## src/rtl/pb_input_conditioner_pkg.sv

```systemverilog
// Shared constants and debounce helpers for the pushbutton input conditioner.
// Values mirror the uP-wide PB_WIDTH / PB_DEBOUNCE / PB_CNT_W definitions.
package pb_input_conditioner_pkg;

  localparam int PB_WIDTH    = 4;
  localparam int PB_DEBOUNCE = 16;
  localparam int PB_CNT_W    = 4;

  typedef enum logic [1:0] {
    DB_HOLD   = 2'd0,
    DB_COUNT  = 2'd1,
    DB_ACCEPT = 2'd2
  } db_action_e;

  // Decide what the debounce counter does with one synchronized sample.
  function automatic db_action_e db_action(input logic sample,
                                           input logic stable,
                                           input logic at_max);
    db_action_e act;
    if (sample == stable) begin
      act = DB_HOLD;
    end else if (at_max) begin
      act = DB_ACCEPT;
    end else begin
      act = DB_COUNT;
    end
    return act;
  endfunction

endpackage

```

## src/rtl/pb_input_conditioner_if.sv

```systemverilog
// Button-side bus of the input conditioner: raw buttons and read strobe in,
// conditioned values out.
interface pb_input_conditioner_if #(
  parameter int WIDTH = 4
);
  logic [WIDTH-1:0] btn_raw;
  logic             rd_strobe;
  logic [WIDTH-1:0] pushbuttons;
  logic [WIDTH-1:0] btn_level;
  logic             btn_pending;

  modport master (
    output btn_raw,
    output rd_strobe,
    input  pushbuttons,
    input  btn_level,
    input  btn_pending
  );

  modport slave (
    input  btn_raw,
    input  rd_strobe,
    output pushbuttons,
    output btn_level,
    output btn_pending
  );
endinterface

```

## src/rtl/pb_input_conditioner_debounce_cell.sv

```systemverilog
// One button bit: 2-flop synchronizer, counter debouncer and a registered
// one-cycle rise pulse that is high in the first cycle level_o reads 1.
module pb_debounce_cell
  import pb_input_conditioner_pkg::*;
#(
  parameter int DEBOUNCE_CYCLES = PB_DEBOUNCE,
  parameter int CNT_W           = PB_CNT_W
) (
  input  logic clk,
  input  logic reset,
  input  logic raw_i,
  output logic level_o,
  output logic rise_o
);

  localparam logic [CNT_W-1:0] CNT_MAX = CNT_W'(DEBOUNCE_CYCLES - 1);
  localparam logic [CNT_W-1:0] CNT_ONE = CNT_W'(1);

  logic             sync1_q, sync2_q;
  logic [CNT_W-1:0] cnt_q, cnt_d;
  logic             stable_q, stable_d;
  logic             rise_q, rise_d;
  db_action_e       action_s;

  // Synchronizer chain for the asynchronous button input.
  always_ff @(posedge clk or posedge reset) begin
    if (reset) begin
      sync1_q <= 1'b0;
      sync2_q <= 1'b0;
    end else begin
      sync1_q <= raw_i;
      sync2_q <= sync1_q;
    end
  end

  // Counter only runs while the sample disagrees; the compare at CNT_MAX bounds it.
  always_comb begin
    cnt_d    = cnt_q;
    stable_d = stable_q;
    rise_d   = 1'b0;
    action_s = db_action(sync2_q, stable_q, (cnt_q == CNT_MAX));
    case (action_s)
      DB_HOLD: begin
        cnt_d = '0;
      end
      DB_COUNT: begin
        cnt_d = cnt_q + CNT_ONE;
      end
      DB_ACCEPT: begin
        cnt_d    = '0;
        stable_d = sync2_q;
        rise_d   = sync2_q;
      end
      default: begin
        cnt_d = '0;
      end
    endcase
  end

  // Debounce state and press pulse registers.
  always_ff @(posedge clk or posedge reset) begin
    if (reset) begin
      cnt_q    <= '0;
      stable_q <= 1'b0;
      rise_q   <= 1'b0;
    end else begin
      cnt_q    <= cnt_d;
      stable_q <= stable_d;
      rise_q   <= rise_d;
    end
  end

  assign level_o = stable_q;
  assign rise_o  = rise_q;

endmodule

```

## src/rtl/pb_input_conditioner.sv

```systemverilog
// Pushbutton conditioner feeding the uP input port: per-bit debounce cells plus
// an optional sticky press latch cleared by the IN read strobe (macro PB_STICKY_EN).
module pb_input_conditioner
  import pb_input_conditioner_pkg::*;
#(
  parameter int WIDTH           = PB_WIDTH,
  parameter int DEBOUNCE_CYCLES = PB_DEBOUNCE,
  parameter int CNT_W           = PB_CNT_W
) (
  input  logic                   clk,
  input  logic                   reset,
  pb_input_conditioner_if.slave  bus
);

  logic [WIDTH-1:0] level_s;
  logic [WIDTH-1:0] rise_s;

  for (genvar i = 0; i < WIDTH; i++) begin : g_cell
    pb_debounce_cell #(
      .DEBOUNCE_CYCLES (DEBOUNCE_CYCLES),
      .CNT_W           (CNT_W)
    ) u_cell (
      .clk     (clk),
      .reset   (reset),
      .raw_i   (bus.btn_raw[i]),
      .level_o (level_s[i]),
      .rise_o  (rise_s[i])
    );
  end

  assign bus.btn_level = level_s;

`ifdef PB_STICKY_EN
  logic [WIDTH-1:0] sticky_q, sticky_d;
  logic             pending_q, pending_d;

  // A new press outranks a read in the same cycle, so no event is lost.
  always_comb begin
    sticky_d  = rise_s | (sticky_q & ~{WIDTH{bus.rd_strobe}});
    pending_d = |sticky_d;
  end

  // Sticky press bits and their summary flag.
  always_ff @(posedge clk or posedge reset) begin
    if (reset) begin
      sticky_q  <= '0;
      pending_q <= 1'b0;
    end else begin
      sticky_q  <= sticky_d;
      pending_q <= pending_d;
    end
  end

  assign bus.pushbuttons = sticky_q;
  assign bus.btn_pending = pending_q;
`else
  logic unused_s;
  assign unused_s        = ^{rise_s, bus.rd_strobe};
  assign bus.pushbuttons = level_s;
  assign bus.btn_pending = 1'b0;
`endif

endmodule
```

## src/flat_wrapper.sv

```systemverilog
// flat-port wrapper written by rule: the top's interface ports become plain ports
module pb_input_conditioner_flat import pb_input_conditioner_pkg::*;
#(
  parameter int WIDTH           = PB_WIDTH,
  parameter int DEBOUNCE_CYCLES = PB_DEBOUNCE,
  parameter int CNT_W           = PB_CNT_W
)
  (clk, reset, bus_btn_raw, bus_rd_strobe, bus_pushbuttons, bus_btn_level, bus_btn_pending);
  pb_input_conditioner_if #(.WIDTH(WIDTH)) bus_i ();
  input  logic clk;
  input  logic reset;
  input wire logic [$bits(bus_i.btn_raw)-1:0] bus_btn_raw;
  input wire logic [$bits(bus_i.rd_strobe)-1:0] bus_rd_strobe;
  output wire logic [$bits(bus_i.pushbuttons)-1:0] bus_pushbuttons;
  output wire logic [$bits(bus_i.btn_level)-1:0] bus_btn_level;
  output wire logic [$bits(bus_i.btn_pending)-1:0] bus_btn_pending;
  assign bus_i.btn_raw = bus_btn_raw;
  assign bus_i.rd_strobe = bus_rd_strobe;
  assign bus_pushbuttons = bus_i.pushbuttons;
  assign bus_btn_level = bus_i.btn_level;
  assign bus_btn_pending = bus_i.btn_pending;
  pb_input_conditioner #(.WIDTH(WIDTH), .DEBOUNCE_CYCLES(DEBOUNCE_CYCLES), .CNT_W(CNT_W)) u_core (.clk(clk), .reset(reset), .bus(bus_i));
endmodule
```

## config.mk

```make
export PLATFORM = sky130hd
export DESIGN_NAME = pb_input_conditioner_flat
export DESIGN_NICKNAME = d
export VERILOG_FILES = /design/src/rtl/pb_input_conditioner_pkg.sv /design/src/rtl/pb_input_conditioner_if.sv /design/src/rtl/pb_input_conditioner_debounce_cell.sv /design/src/rtl/pb_input_conditioner.sv /design/src/flat_wrapper.sv
export SDC_FILE = /design/constraint.sdc
export NUM_CORES = 1
export LEC_CHECK = 0
export CORE_UTILIZATION = 50
export DETAILED_ROUTE_END_ITERATION = 7
export PLACE_DENSITY = 0.74
export SLEW_MARGIN = 25
export SYNTH_ARGS = -nofsm -noshare
export SYNTH_HDL_FRONTEND = slang
export SYNTH_SLANG_ARGS = --single-unit
```

## constraint.sdc

```tcl
create_clock -name clk -period 1.65 [get_ports clk]
set_clock_uncertainty 0.1 [all_clocks]
set_input_delay 0.33 -clock clk [delete_from_list [all_inputs] [get_ports clk]]
set_output_delay 0.33 -clock clk [all_outputs]
set_load 0.005 [all_outputs]
```

-- Yosys cells after proc, flatten, opt, wreduce, memory -nomap -nowiden
Index checks and enable logic that the tools add are counted.
- register bits after elaboration: 28
- input bits: 7
- logic and storage cells: 48
- add/sub/neg operators: 4
- equal/unequal tests: 16
- mux-type cells: 12
- operators by type and width (operator ; count):
    $add A4 B1 Y4 const B ; 4
    $eq A4 B4 Y1 const B ; 4
    $mux W2 ; 8
    $mux W4 ; 4
    $eq A2 B1 Y1 const B ; 4
    $eq A2 B2 Y1 const B ; 4
    $eq A1 B1 Y1 ; 4

-- Logic depth before layout (Yosys ltp)
- depth after elaboration: 5
- mapped depth: 4
- depth with buffers taken out: 4

-- Cells and area by module
From an unflattened synthesis, not the netlist that was laid out.
- cell total of the unflattened synthesis: 98
- area, all modules: 1322.5 µm²
- by module, submodules not included (module ; times used ; cells an instance ; area an instance (µm²) ; sequential area each (µm²)):
    pb_debounce_cell ; 4 ; 23 ; 320.3 ; 200.2
    pb_input_conditioner ; 1 ; 6 ; 41.3 ; 0.0

-- Worst setup path after synthesis
Ideal clock, no wire load.
- kind: flip-flop to flip-flop
- start point: reg u_core.g_cell[3].u_cell.cnt_q[0]
- end point: reg u_core.g_cell[3].u_cell.stable_q
- library setup time: 0.127 ns
- data arrival time: 0.999 ns
- data required time: 1.423 ns
- slack: 0.424 ns
- stages on the path, launching flop included: 4
- path through: dfrtp_1 > ha_1 > nand3_1 > mux2_1
- word-level cells in the longest chain between the ends: 4
- RTL lines (what ; line ; RTL):
    start: declaration ; pb_input_conditioner_debounce_cell.sv:20 ; logic [CNT_W-1:0] cnt_q, cnt_d;
    start signal: assignment ; pb_input_conditioner_debounce_cell.sv:67 ; cnt_q <= cnt_d;
    $eq A4 B4 Y1 ; pb_input_conditioner_debounce_cell.sv:41 ; action_s = db_action(sync2_q, stable_q, (cnt_q == CNT_MAX));
    $mux W2 ; pb_input_conditioner_pkg.sv:22 ; end else if (at_max) begin
    $mux W2 ; pb_input_conditioner_pkg.sv:20 ; if (sample == stable) begin
    $eq A2 B2 Y1 ; pb_input_conditioner_debounce_cell.sv:42 ; case (action_s)
    end signal: assignment ; pb_input_conditioner_debounce_cell.sv:68 ; stable_q <= stable_d;
    end: declaration ; pb_input_conditioner_debounce_cell.sv:21 ; logic stable_q, stable_d;
No other way between the ends.
A chain may end at the register's enable or synchronous reset.

-- Final worst setup path
- start point: reg u_core.g_cell[1].u_cell.stable_q
- end point: out bus_pushbuttons[1]
- RTL lines (what ; line ; RTL):
    start: declaration ; pb_input_conditioner_debounce_cell.sv:21 ;
    start signal: assignment ; pb_input_conditioner_debounce_cell.sv:68 ;
    end: declaration ; flat_wrapper.sv:14 ; output wire logic [$bits(bus_i.pushbuttons)-1:0] bus_pushbuttons;
No word-level cell between the ends.

==> run metrics <==
status=finished, final reports clean; IO Port Bufs=13; Placer Congestion=0.727; Antenna Nets Post-Route=0; Peak Freq=688 MHz; WL/cell=10.2 µm; final slew viol count=0; WL final=approximately 1300 µm; Die Span Y=a little under 50 µm; commonest non-fill, non-tap cells in the layout=dfrtp_1 (28), nor2_1 (16), xnor2_1 (8), nand3_1 (8), dlygate4sd2_1 (6); TNS Setup=0 ps; Final Cycle Share=88.2%; via/cell ratio=~4.7; R2R cell count=3; clock root cell=clkbuf_4; Pre-antenna DRT Iters=4; IO Count=16; Startpoint Class=flip-flop; Nets=approximately 120; routed length on met2=between 600 and 700 µm; Power Dens Cells=889 nW/µm²; static leakage=0.686 nW; Final HPWL DP=~960 µm; Layout area overhead=15.0%; crit-path cells=dlygate4sd2_1; Antenna Cells=0; sequential standard cell area=701 µm²; Core Region=2020 µm²; CTS Buf Count=3; pre-CTS setup slack=325 ps; clk sinks=28; Yosys reg bits=28; R2R Path Start=u_core.g_cell[1].u_cell.cnt_q[0]; WP buf/inv=1; Cells after Synth=91; Crit Path Class=reg2out; full die area=2430 µm²; slowest CP cell=dfrtp_1; CP Depth=1; Final min period=~1500 ps; RSZ-0062 raised after global routing=false; CTS tree=built; # rows=16; share of cells above drive strength 1=8.65%; final hold viol count=0; die width=just under 50 µm; initial antenna violation count=0; total gr overflow=0; global-route wire length before repair=2380 µm; critical path required time=1220 ps; largest net degree at the start of global routing=29; CP delay by family, top=flip-flops; Worst-Skew Late Latency=320 ps; vias in the first global route=570; slowest stage delay, CP=430 ps; Worst Setup SP=u_core.g_cell[1].u_cell.level_o; post-synthesis net count=approximately 100; multi-input logic area=329 µm²; clock slew at reported path FFs=140 ps; Synth cell types=11; Max Cap Viol=0; critical path peak fanout=4; crit path capture type=output port; Hold Path Class=in2async; Final Setup Violations=0; synth warn=0; register area share after synthesis=62.8%; cell area after synthesis=1120 µm²; clock buffer depth=2; Avg Inst Size Synth=12.3 µm²; Setup WS post-layout=195 ps; Top Metal Used=met4; H-tree levels=1; drc violations=0; Arr. time, crit path=slightly above 1000 ps; Fill cells=168; GR Util All Layers=13.5%; iteration-0 DRC count of the detailed router=7; commonest non-fill, non-tap cell in the layout=dfrtp_1; VDD IR max=0.520 mV; WL met1=roughly 590 µm; Starting Density=55.2%; met3 wire len=39 µm; total number of vias=612
[cell type report]
cell class,instances,area share (%)
Clock buffer,4,2.83
Inverter,5,1.46
Multi-Input combinational cell,49,25.6
Sequential cell,28,54.6
Tap cell,27,2.63
Timing Repair Buffer,18,12.9
[cells in the mapped netlist]
master    number  area (µm²)
nor2_1        16        60.1
xor2_1         4        35.0
buf_4          9        67.6
mux2_1         4        45.0
conb_1         1        3.75
nand3_1        8        40.0
ha_1           4        50.1
nand2b_1       4        25.0
xnor2_1        8        70.1
inv_1          5        18.8
dfrtp_1       28         701
[through the flow]
stage | util (%) | std cells | cell area, µm² | total power (W) | hold slack, ps
6_report | 63.5 | 131 | 1280 | 0.00114 | 251
5_1_grt | 63.5 | 131 | 1280 | 0.00121 | 267
4_1_cts | 62.9 | 130 | 1270 | 0.00116 | 251
3_5_place_dp | 60.3 | 123 | 1220 | 0.000836 | 236
3_3_place_gp | 60.3 | 123 | 1220 | 0.000831 | 232
2_1_floorplan | - | 91 | 1120 | 0.000809 | 231
[final timing paths]
path | slack (ps) | to
hold / removal | 250 | u_core.g_cell[3].u_cell.level_o
setup reg to reg | 350 | u_core.g_cell[1].u_cell.level_o
max in group asynchronous | 950 | u_core.g_cell[2].u_cell.cnt_q[3]
min in group clk | 260 | u_core.g_cell[0].u_cell.sync2_q
setup / recovery | 200 | bus_pushbuttons[1]
hold reg to reg | 260 | u_core.g_cell[0].u_cell.sync2_q
[routing by layer]
layer	vias to the layer above	global-route usage (%)
met1	297	16.2
met4	0	10.3
met2	10	21.2
met3	4	2.80
li1	301	-
met5	-	0
[timing repair]
action | CTS | global route
hold buffers | 0 | 0
setup endpoints to repair | 8 | 2
gates cloned | 0 | 0
resized for setup | 6 | 2
setup buffers | 3 | 1
[sequential cells by signal, summed over array words and instances, names as in the netlist]
name	count
u_core.g_cell.u_cell.sync2_q	4
u_core.g_cell.u_cell.cnt_q	16
u_core.g_cell.u_cell.level_o	4
u_core.g_cell.u_cell.sync1_q	4
[report_power, final]
part	leakage (nW)	internal, W	switching (W)	total (W)
registers	0.362	0.000720	0.0000214	0.000741
clock network	0.0210	0.000135	0.000185	0.000320
logic	0.302	0.0000394	0.0000402	0.0000796
[cell families after synthesis]
logic type,share of synthesized area [%]
xor gates and xnor gates,9.42
adders and majority gates,4.48
buffers and inverters,7.74
DFF,62.8
muxes,4.04
other,0.336
and+or+nand+nor,11.2
Power figures use the tool's default switching activity.
